`config.mk`:
```
export PLATFORM = sky130hd
export DESIGN_NAME = apb_master_bridge
export DESIGN_NICKNAME = d
export VERILOG_FILES = /design/src/rtl/apb_pkg.sv /design/src/rtl/apb_timeout_cnt.sv /design/src/rtl/apb_master_bridge.sv
export SDC_FILE = /design/constraint.sdc
export NUM_CORES = 1
export LEC_CHECK = 0
export BUFFER_PORTS_ARGS = -buffer_cell sky130_fd_sc_hd__buf_2
export CORE_MARGIN = 5
export CORE_UTILIZATION = 47
export CTS_BUF_LIST = sky130_fd_sc_hd__clkbuf_8
export DETAILED_ROUTE_END_ITERATION = 8
export PLACE_DENSITY = 0.94
export SYNTH_ARGS = -nofsm -noshare
export SYNTH_HDL_FRONTEND = slang
export SYNTH_SLANG_ARGS = --single-unit
```
`constraint.sdc`:
```
create_clock -name clk -period 2.2 [get_ports clk]
set_input_delay 0.11 -clock clk [delete_from_list [all_inputs] [get_ports clk]]
set_output_delay 0.11 -clock clk [all_outputs]
set_load 0.02 [all_outputs]
```
`src/rtl/apb_pkg.sv`:
```
// Shared types and constants for the APB master bridge: FSM states, command register layout,
// and the data value returned when the optional APB_TIMEOUT_EN watchdog forces a transfer to end.
package apb_pkg;

    typedef enum logic [1:0] {
        IDLE   = 2'd0,
        SETUP  = 2'd1,
        ACCESS = 2'd2,
        DONE   = 2'd3
    } apb_state_e;

    localparam logic [31:0] APB_TIMEOUT_RDATA = 32'hDEAD_BEEF;

    localparam logic [2:0] PPROT_DEFAULT    = 3'b000;
    localparam logic [2:0] PPROT_PRIVILEGED = 3'b001;
    localparam logic [2:0] PPROT_NONSECURE  = 3'b010;
    localparam logic [2:0] PPROT_INSTR      = 3'b100;

    // Widest address the command register can carry; the bridge uses the low ADDR_W bits.
    localparam int APB_CMD_ADDR_W = 64;

    typedef struct packed {
        logic                      we;
        logic [APB_CMD_ADDR_W-1:0] addr;
        logic [31:0]               wdata;
        logic [3:0]                be;
        logic [2:0]                prot;
    } apb_cmd_t;

    localparam apb_cmd_t APB_CMD_NONE = '{
        we:    1'b0,
        addr:  '0,
        wdata: 32'h0,
        be:    4'h0,
        prot:  PPROT_DEFAULT
    };

endpackage

```
`src/rtl/apb_timeout_cnt.sv`:
```
// ACCESS-phase watchdog for the APB master bridge, built only with APB_TIMEOUT_EN.
// Counts stalled ACCESS cycles and flags when the count has reached LIMIT.
module apb_timeout_cnt #(
    parameter int unsigned LIMIT = 255
) (
    input  logic clk,
    input  logic rst,
    input  logic clear_i,
    input  logic inc_i,
    output logic expired_o
);

    localparam logic [15:0] LIMIT_C = 16'(LIMIT);

    logic [15:0] cnt_q;

    // Saturate rather than wrap so a stuck slave can never alias back below the limit.
    always_ff @(posedge clk) begin
        if (rst || clear_i) begin
            cnt_q <= 16'h0;
        end else if (inc_i && (cnt_q != 16'hFFFF)) begin
            cnt_q <= cnt_q + 16'h1;
        end
    end

    assign expired_o = (cnt_q == LIMIT_C);

endmodule

```
`src/rtl/apb_master_bridge.sv`:
```
// Single-outstanding CPU request to APB4 master bridge (SETUP/ACCESS sequencing, registered response).
// Define APB_TIMEOUT_EN to bound the ACCESS phase at TIMEOUT_CYCLES stalled cycles.
module apb_master_bridge
    import apb_pkg::*;
#(
    parameter int          ADDR_W         = 32,
    parameter int unsigned TIMEOUT_CYCLES = 255
) (
    input  logic              clk,
    input  logic              rst,
    input  logic              req_i,
    input  logic              we_i,
    input  logic [ADDR_W-1:0] addr_i,
    input  logic [31:0]       wdata_i,
    input  logic [3:0]        be_i,
    input  logic [2:0]        prot_i,
    output logic              ack_o,
    output logic [31:0]       rdata_o,
    output logic              err_o,
    output logic              psel_o,
    output logic              penable_o,
    output logic              pwrite_o,
    output logic [ADDR_W-1:0] paddr_o,
    output logic [31:0]       pwdata_o,
    output logic [2:0]        pprot_o,
    output logic [3:0]        pstrb_o,
    input  logic [31:0]       prdata_i,
    input  logic              pslverr_i,
    input  logic              pready_i
);

    apb_state_e  state_q;
    apb_cmd_t    cmd_q;
    apb_cmd_t    cmd_d;
    logic        psel_q;
    logic        penable_q;
    logic        ack_q;
    logic [31:0] rdata_q;
    logic        err_q;
    logic        timeout;

    // Read commands carry no write data or strobes so the bus sees APB4-legal values.
    always_comb begin
        cmd_d      = APB_CMD_NONE;
        cmd_d.we   = we_i;
        cmd_d.addr = APB_CMD_ADDR_W'(addr_i);
        cmd_d.prot = prot_i;
        if (we_i) begin
            cmd_d.wdata = wdata_i;
            cmd_d.be    = be_i;
        end
    end

`ifdef APB_TIMEOUT_EN
    apb_timeout_cnt #(
        .LIMIT(TIMEOUT_CYCLES)
    ) u_timeout_cnt (
        .clk      (clk),
        .rst      (rst),
        .clear_i  (state_q == SETUP),
        .inc_i    ((state_q == ACCESS) && !pready_i),
        .expired_o(timeout)
    );
`else
    assign timeout = 1'b0;
`endif

    // Command register is cleared on leaving ACCESS, which parks every bus field at zero while psel is low.
    always_ff @(posedge clk) begin
        if (rst) begin
            state_q   <= IDLE;
            cmd_q     <= APB_CMD_NONE;
            psel_q    <= 1'b0;
            penable_q <= 1'b0;
            ack_q     <= 1'b0;
            rdata_q   <= 32'h0;
            err_q     <= 1'b0;
        end else begin
            ack_q <= 1'b0;
            unique case (state_q)
                IDLE: begin
                    if (req_i) begin
                        cmd_q   <= cmd_d;
                        psel_q  <= 1'b1;
                        state_q <= SETUP;
                    end
                end
                SETUP: begin
                    penable_q <= 1'b1;
                    state_q   <= ACCESS;
                end
                ACCESS: begin
                    if (pready_i || timeout) begin
                        if (pready_i) begin
                            rdata_q <= cmd_q.we ? 32'h0 : prdata_i;
                            err_q   <= pslverr_i;
                        end else begin
                            rdata_q <= APB_TIMEOUT_RDATA;
                            err_q   <= 1'b1;
                        end
                        cmd_q     <= APB_CMD_NONE;
                        psel_q    <= 1'b0;
                        penable_q <= 1'b0;
                        ack_q     <= 1'b1;
                        state_q   <= DONE;
                    end
                end
                DONE: begin
                    state_q <= IDLE;
                end
            endcase
        end
    end

    assign ack_o     = ack_q;
    assign rdata_o   = rdata_q;
    assign err_o     = err_q;
    assign psel_o    = psel_q;
    assign penable_o = penable_q;
    assign pwrite_o  = cmd_q.we;
    assign paddr_o   = cmd_q.addr[ADDR_W-1:0];
    assign pwdata_o  = cmd_q.wdata;
    assign pprot_o   = cmd_q.prot;
    assign pstrb_o   = cmd_q.be;

    // Address bits above ADDR_W and the limit (in the default build) are intentionally unconsumed.
    logic unusedBits;
    assign unusedBits = ^{cmd_q.addr, (TIMEOUT_CYCLES == 0)};

endmodule

```
==> qor.yml, run 1 <==
clocking:
  clock-sinks: 110
  postCtsResizedCells: 0
  clk_pin_slew_ns: 0.12
  cts_hold_repair.buffers: 102
  clock_path_buffers: 2
  cts_made_buffers: 9
  root_buffer: "clkbuf_8"
  cts_setup_buffers: 0
  tritoncts: "yes"
  htreeDepth: 3
  clkLatencyLatePin_ns: 0.36
worst_setup_path:
  cp_max_fo: 37
  critPathCaptureType: "flop"
  crit_type: "reg2reg"
  worstPathCellList: "inv_1, ha_1, mux2_2, a21oi_1, a211oi_1"
  worstPathArrival_ns: 2.26
  worst-path-buf-inv: 1
  crit_family: "multiplexers"
  required_ns: 2.47
  crit_slowest_cell: "mux2_2"
  cp_slowest_stage_delay_ns: 0.73
  cp-start-kind: "flop"
synth:
  syn_area_um2: 4170
  syn-mean-instance-area_um2: 9.64
  synth_async_sr_flop_share: 0
  synthesis.nets: 547
  ys.warnings.count: 0
  synthFlopType: "dfxtp_1"
  synth_cell_types: 29
  synth_edf_count: 0
  yosysSeqAreaShare: 0.528
  ys_seq_elements: 110
  syn_inst: 433
outcome:
  status: "finished clean"
pwr:
  p_per_area_nw_per_um2: 1070
  finalPower_mw: 6.92
  ir_drop_v: 0.000573
  p_leak_nw: 2.94
die:
  ios: 217
  fp.dieH_um: 104
  core_um2: 8680
  start_util: 0.481
  rows: 34
  die_area_um2: 10900
  die_w_um: 104
grt:
  grt_pass1_vias: 4749
  antenna_found_initial: 1
  overflow: 0
  grt_pass1_wl_mm: 23.9
  grt_max_degree: 40
  track_usage: 0.265
cells_and_area:
  nNetsFinal: 843
  syn_to_final_growth_pct: 54.7
  drive_gt1_frac: 0.346
  nFillCells: 559
placed_design:
  io_buffers: 216
  gp_congestion: 0.762
  hpwl_mm: 8.56
timing:
  rsz0062_at_grt: "false"
  worst_slew_pin_slew_ns: 0.702
  relSlewSlack: 0.532
  clock_skew_ns: 0.0159
  finalCritPeriodShare: 0.905
  drv_slew: 0
  fin_setup_tns_ns: 0
  period_needed_ns: 1.99
  setup_violations: 0
  final-hold-violation-count: 0
  max_freq_ghz: 0.502
route:
  drtAntennaViolNets: 0
  routedWlPerCell_um: 17.4
  dr.pass1.iters: 5
  vias_per_cell: 5.37
  drc: 0
  wl_mm: 14.7
  first_iter_violations: 251
  vias: 4524
hold_path:
  min_path_type: "in2reg"
job:
  maxCapViolCount: 0
==> worst reg2reg max path, cell delays in order, from the launching register on <==
cell and delay [ns]:
dfxtp_1 0.38, inv_1 0.10, ha_1 0.31, mux2_2 0.73, a21oi_1 0.14, a211oi_1 0.24
==> area by class of cell <==
type	instances	area, um2	area share
Sequential cell	110	2200	0.341
Inverter	2	7.51	0.00116
Multi-Input combinational cell	280	1710	0.266
Timing Repair Buffer	326	2190	0.339
Clock inverter	7	81.3	0.0126
Tap cell	108	135	0.0209
Clock buffer	9	124	0.0192
Antenna cell	1	2.50	0.000388
==> power by group <==
group | total, mW | internal (mW) | switching, mW
clock network | 1.25 | 0.546 | 0.705
logic | 3.03 | 1.00 | 2.03
registers | 2.63 | 2.41 | 0.230
==> cell usage after synthesis (2+ instances only) <==
cell type | instances | area, um2
dfxtp_1 | 110 | 2200
o21ai_0 | 51 | 255
a21oi_1 | 41 | 205
nand2_1 | 38 | 143
nand2b_1 | 38 | 238
nand4_1 | 36 | 225
a22o_1 | 32 | 280
o21ai_1 | 16 | 80.1
buf_2 | 12 | 60.1
clkbuf_1 | 12 | 45.0
buf_4 | 8 | 60.1
buf_6 | 8 | 90.1
o21ai_2 | 6 | 52.6
ha_1 | 5 | 62.6
a211oi_1 | 2 | 15.0
inv_1 | 2 | 7.51
mux2_2 | 2 | 22.5
nand3_1 | 2 | 10.0
nor2_1 | 2 | 7.51
==> placed cells by master, fill, tap and decap left out, types with 2 or more instances in the layout <==
master / count
buf_2: 216
dfxtp_1: 110
dlygate4sd3_1: 102
o21ai_0: 51
a21oi_1: 40
nand2_1: 38
nand2b_1: 38
nand4_1: 36
a22o_1: 32
o21ai_1: 16
clkbuf_8: 9
o21ai_2: 6
buf_4: 6
ha_1: 5
inv_1: 3
mux2_2: 2
nor2_1: 2
nand3_1: 2
a211oi_1: 2
inv_8: 2
buf_12: 2
==> worst paths after layout <==
check                           from                         to  slack (ns)  cells past startpoint
min                      wdata_i[10]  pwdata_o[10]$_SDFFE_PP0P_        0.02                      3
max          state_q[0]$_SDFFE_PP0P_        psel_o$_SDFFE_PP0P_        0.21                      5
max reg2reg  state_q[0]$_SDFFE_PP0P_        psel_o$_SDFFE_PP0P_        0.21                      5
min reg2reg       err_o$_SDFFE_PP0P_         err_o$_SDFFE_PP0P_        0.46                      2
==> cell families after synthesis <==
group,Yosys count,synth area share
compound gates,148,0.213
fa+ha+maj,5,0.0150
buf+inv,43,0.0639
flops,110,0.528
mux,3,0.0108
simple gates,124,0.170
==> metal layers <==
layer	track usage	wire length, um	vias up
met2	0.458	7540	231
li1	-	-	2128
met5	0	0	-
met1	0.294	5430	2106
met3	0.0745	1050	59
met4	0.139	669	0
==> registers in the layout (all words and copies together), names as in the netlist <==
| register | cells |
|---|---|
| paddr_o | 32 |
| rdata_o | 32 |
| ack_o | 1 |
| pstrb_o | 4 |
| state_q | 2 |
| penable_o | 1 |
| pwrite_o | 1 |
| pwdata_o | 32 |
| err_o | 1 |
| pprot_o | 3 |
| psel_o | 1 |
==> metrics by stage <==
stage | setup WS (ns) | util | std cells | hold slack [ns] | cell area [um2]
6_report | 0.208 | 0.744 | 843 | 0.0236 | 6450
5_1_grt | 0.0831 | 0.744 | 843 | 0.0317 | 6450
4_1_cts | 0.225 | 0.743 | 842 | 0.00297 | 6450
3_5_place_dp | 0.252 | 0.602 | 724 | 0.324 | 5230
3_3_place_gp | 0.386 | 0.602 | 724 | 0.319 | 5230
2_1_floorplan | 0.598 | - | 433 | 0.236 | 4170
Note: power is estimated with default switching activity, not from simulation.
==> inputs of run 2 (changes only) <==
--- a/config.mk
+++ b/config.mk
@@ -10,7 +10,7 @@
 export CORE_UTILIZATION = 47
 export CTS_BUF_LIST = sky130_fd_sc_hd__clkbuf_8
 export DETAILED_ROUTE_END_ITERATION = 8
-export PLACE_DENSITY = 0.94
+export PLACE_DENSITY = 0.82
 export SYNTH_ARGS = -nofsm -noshare
 export SYNTH_HDL_FRONTEND = slang
 export SYNTH_SLANG_ARGS = --single-unit
==> qor.yml, run 2 (synthesis results as in run 1) <==
route:
  drc: 0  # unchanged
  dr.pass1.iters: 6  # +1
  vias_per_cell: 5.34  # -0.46%
  drtAntennaViolNets: 0  # unchanged
  first_iter_violations: 160  # -36%
  vias: 4455  # -1.5%
  routedWlPerCell_um: 16.8  # -3.4%
  wl_mm: 14.0  # -4.5%
placed_design:
  dpl_cell_area_um2: 5210  # -0.34%
  io_buffers: 216  # unchanged
  gp_congestion: 0.772  # +1.4%
  hpwl_mm: 8.47  # -1.0%
  dp.cells: 725  # +0.14%
  place_ws_ns: 0.222  # -0.0306 ns
cells_and_area:
  nNetsFinal: 833  # -1.2%
  syn_to_final_growth_pct: 51.3
  fin_util: 0.728  # -0.0161
  layout_common_cells: "buf_2 (216), dfxtp_1 (110), dlygate4sd3_1 (91)"
  final_cell_count_no_fill: 834  # -1.1%
  nFillCells: 641  # +15%
  register_area_um2: 2200  # unchanged
  multi_input_area_um2: 1710  # unchanged
  design_area_um2: 6310  # -2.2%
  layout_commonest_cell: "buf_2"
  drive_gt1_frac: 0.351  # +0.00478
timing:
  fin_setup_tns_ns: 0  # unchanged
  drv_slew: 0  # unchanged
  relSlewSlack: 0.529  # -0.00367
  rsz0062_at_grt: "false"
  hold_ws_ns: 0.00868  # -0.0150 ns
  finalCritPeriodShare: 0.925  # +0.0191
  max_freq_ghz: 0.492  # -2.1%
  fin_ws_ns: 0.166  # -0.0421 ns
  final-hold-violation-count: 0  # unchanged
  clock_skew_ns: 0.0115  # -0.00445 ns
  setup_violations: 0  # unchanged
  worst_slew_pin_slew_ns: 0.707  # +0.00550 ns
  period_needed_ns: 2.03  # +0.0421 ns
worst_setup_path:
  crit_type: "reg2reg"
  critPathCaptureType: "flop"
  worstPathArrival_ns: 2.25  # about the same
  crit_family: "simple AND/OR/NAND/NOR gates"
  cp_slowest_stage_delay_ns: 0.48  # -0.25 ns
  worst-path-buf-inv: 1  # unchanged
  cp-start-kind: "flop"
  cp_max_fo: 37  # unchanged
  cp.depth: 5  # unchanged
  required_ns: 2.41  # -0.06 ns
  worstPathCellList: "inv_1, ha_1, and2b_2, nor2_8, o21ai_0"
  ff2ff_path_depth: 5  # unchanged
  crit_slowest_cell: "nor2_8"
job:
  maxCapViolCount: 0  # unchanged
grt:
  grt_pass1_wl_mm: 22.8  # -4.7%
  track_usage: 0.251  # -0.0136
  overflow: 0  # unchanged
  grt_max_degree: 50  # +25%
  antenna_found_initial: 0  # -1
  grt_pass1_vias: 4495  # -5.3%
clocking:
  tritoncts: "yes"
  htreeDepth: 3  # unchanged
  root_buffer: "clkbuf_8"
  postCtsResizedCells: 0  # unchanged
  clkLatencyLatePin_ns: 0.36  # about the same
  clock-sinks: 110  # unchanged
  cts_setup_buffers: 0  # unchanged
  clk_pin_slew_ns: 0.10  # -0.02 ns
  clock_path_buffers: 2  # unchanged
  cts_made_buffers: 9  # unchanged
pwr:
  p_per_area_nw_per_um2: 1070  # -0.17%
  ir_drop_v: 0.000721  # +26%
  p_leak_nw: 2.88  # -1.9%
  finalPower_mw: 6.76  # -2.3%
outcome:
  status: "finished clean"
hold_path:
  min_path_type: "in2reg"
  whs_path_depth: 3  # unchanged
die:
  start_util: 0.481  # unchanged
  ios: 217  # unchanged
  core_um2: 8680  # unchanged
  die_area_um2: 10900  # unchanged
  fp.dieH_um: 104  # unchanged
  die_w_um: 104  # unchanged
  rows: 34  # unchanged
## run 2: final cells by class
cell class,instances,area share
sequential,110,0.349
timing repair buffer,316,0.326
multi-input combinational,280,0.272
tap,108,0.0214
clock buffer,9,0.0196
clock inverter,7,0.0105
inverter,2,0.00119
antenna,2,0.000793
## run 2: where the power goes
part	total, mW	leakage, nW	switching (mW)	internal, mW
registers	2.62	0.895	0.219	2.40
logic	2.94	1.89	2.01	0.937
clock network	1.19	0.0982	0.668	0.522
total	6.76	2.88	2.89	3.86
## run 2: final timing paths
path	end	start	slack (ns)
hold reg to reg	pstrb_o[3]$_SDFFE_PP0P_	pstrb_o[3]$_SDFFE_PP0P_	0.48
setup / recovery	pwdata_o[24]$_SDFFE_PP0P_	state_q[1]$_SDFFE_PP0P_	0.17
hold / removal	paddr_o[31]$_SDFFE_PP0P_	addr_i[31]	0.009
setup reg to reg	pwdata_o[24]$_SDFFE_PP0P_	state_q[1]$_SDFFE_PP0P_	0.17
## run 2: worst register-to-register path: stages, from the launching register on
cell and delay, ns:
dfxtp_1 0.40, inv_1 0.10, ha_1 0.26, and2b_2 0.44, nor2_8 0.48, o21ai_0 0.22
## run 2: what timing repair did
item                                    4_1_cts  5_1_grt
hold endpoints to repair                     91        0
endpoints found under the setup margin        0        0
hold buffers                                 91        0
## run 2: metal layers
metal  track usage  vias up  share of wire
li1              -     2119              -
met1         0.288     2076           0.38
met2         0.434      215           0.51
met3        0.0720       45          0.079
met4         0.110        0          0.035
met5             0        -              0
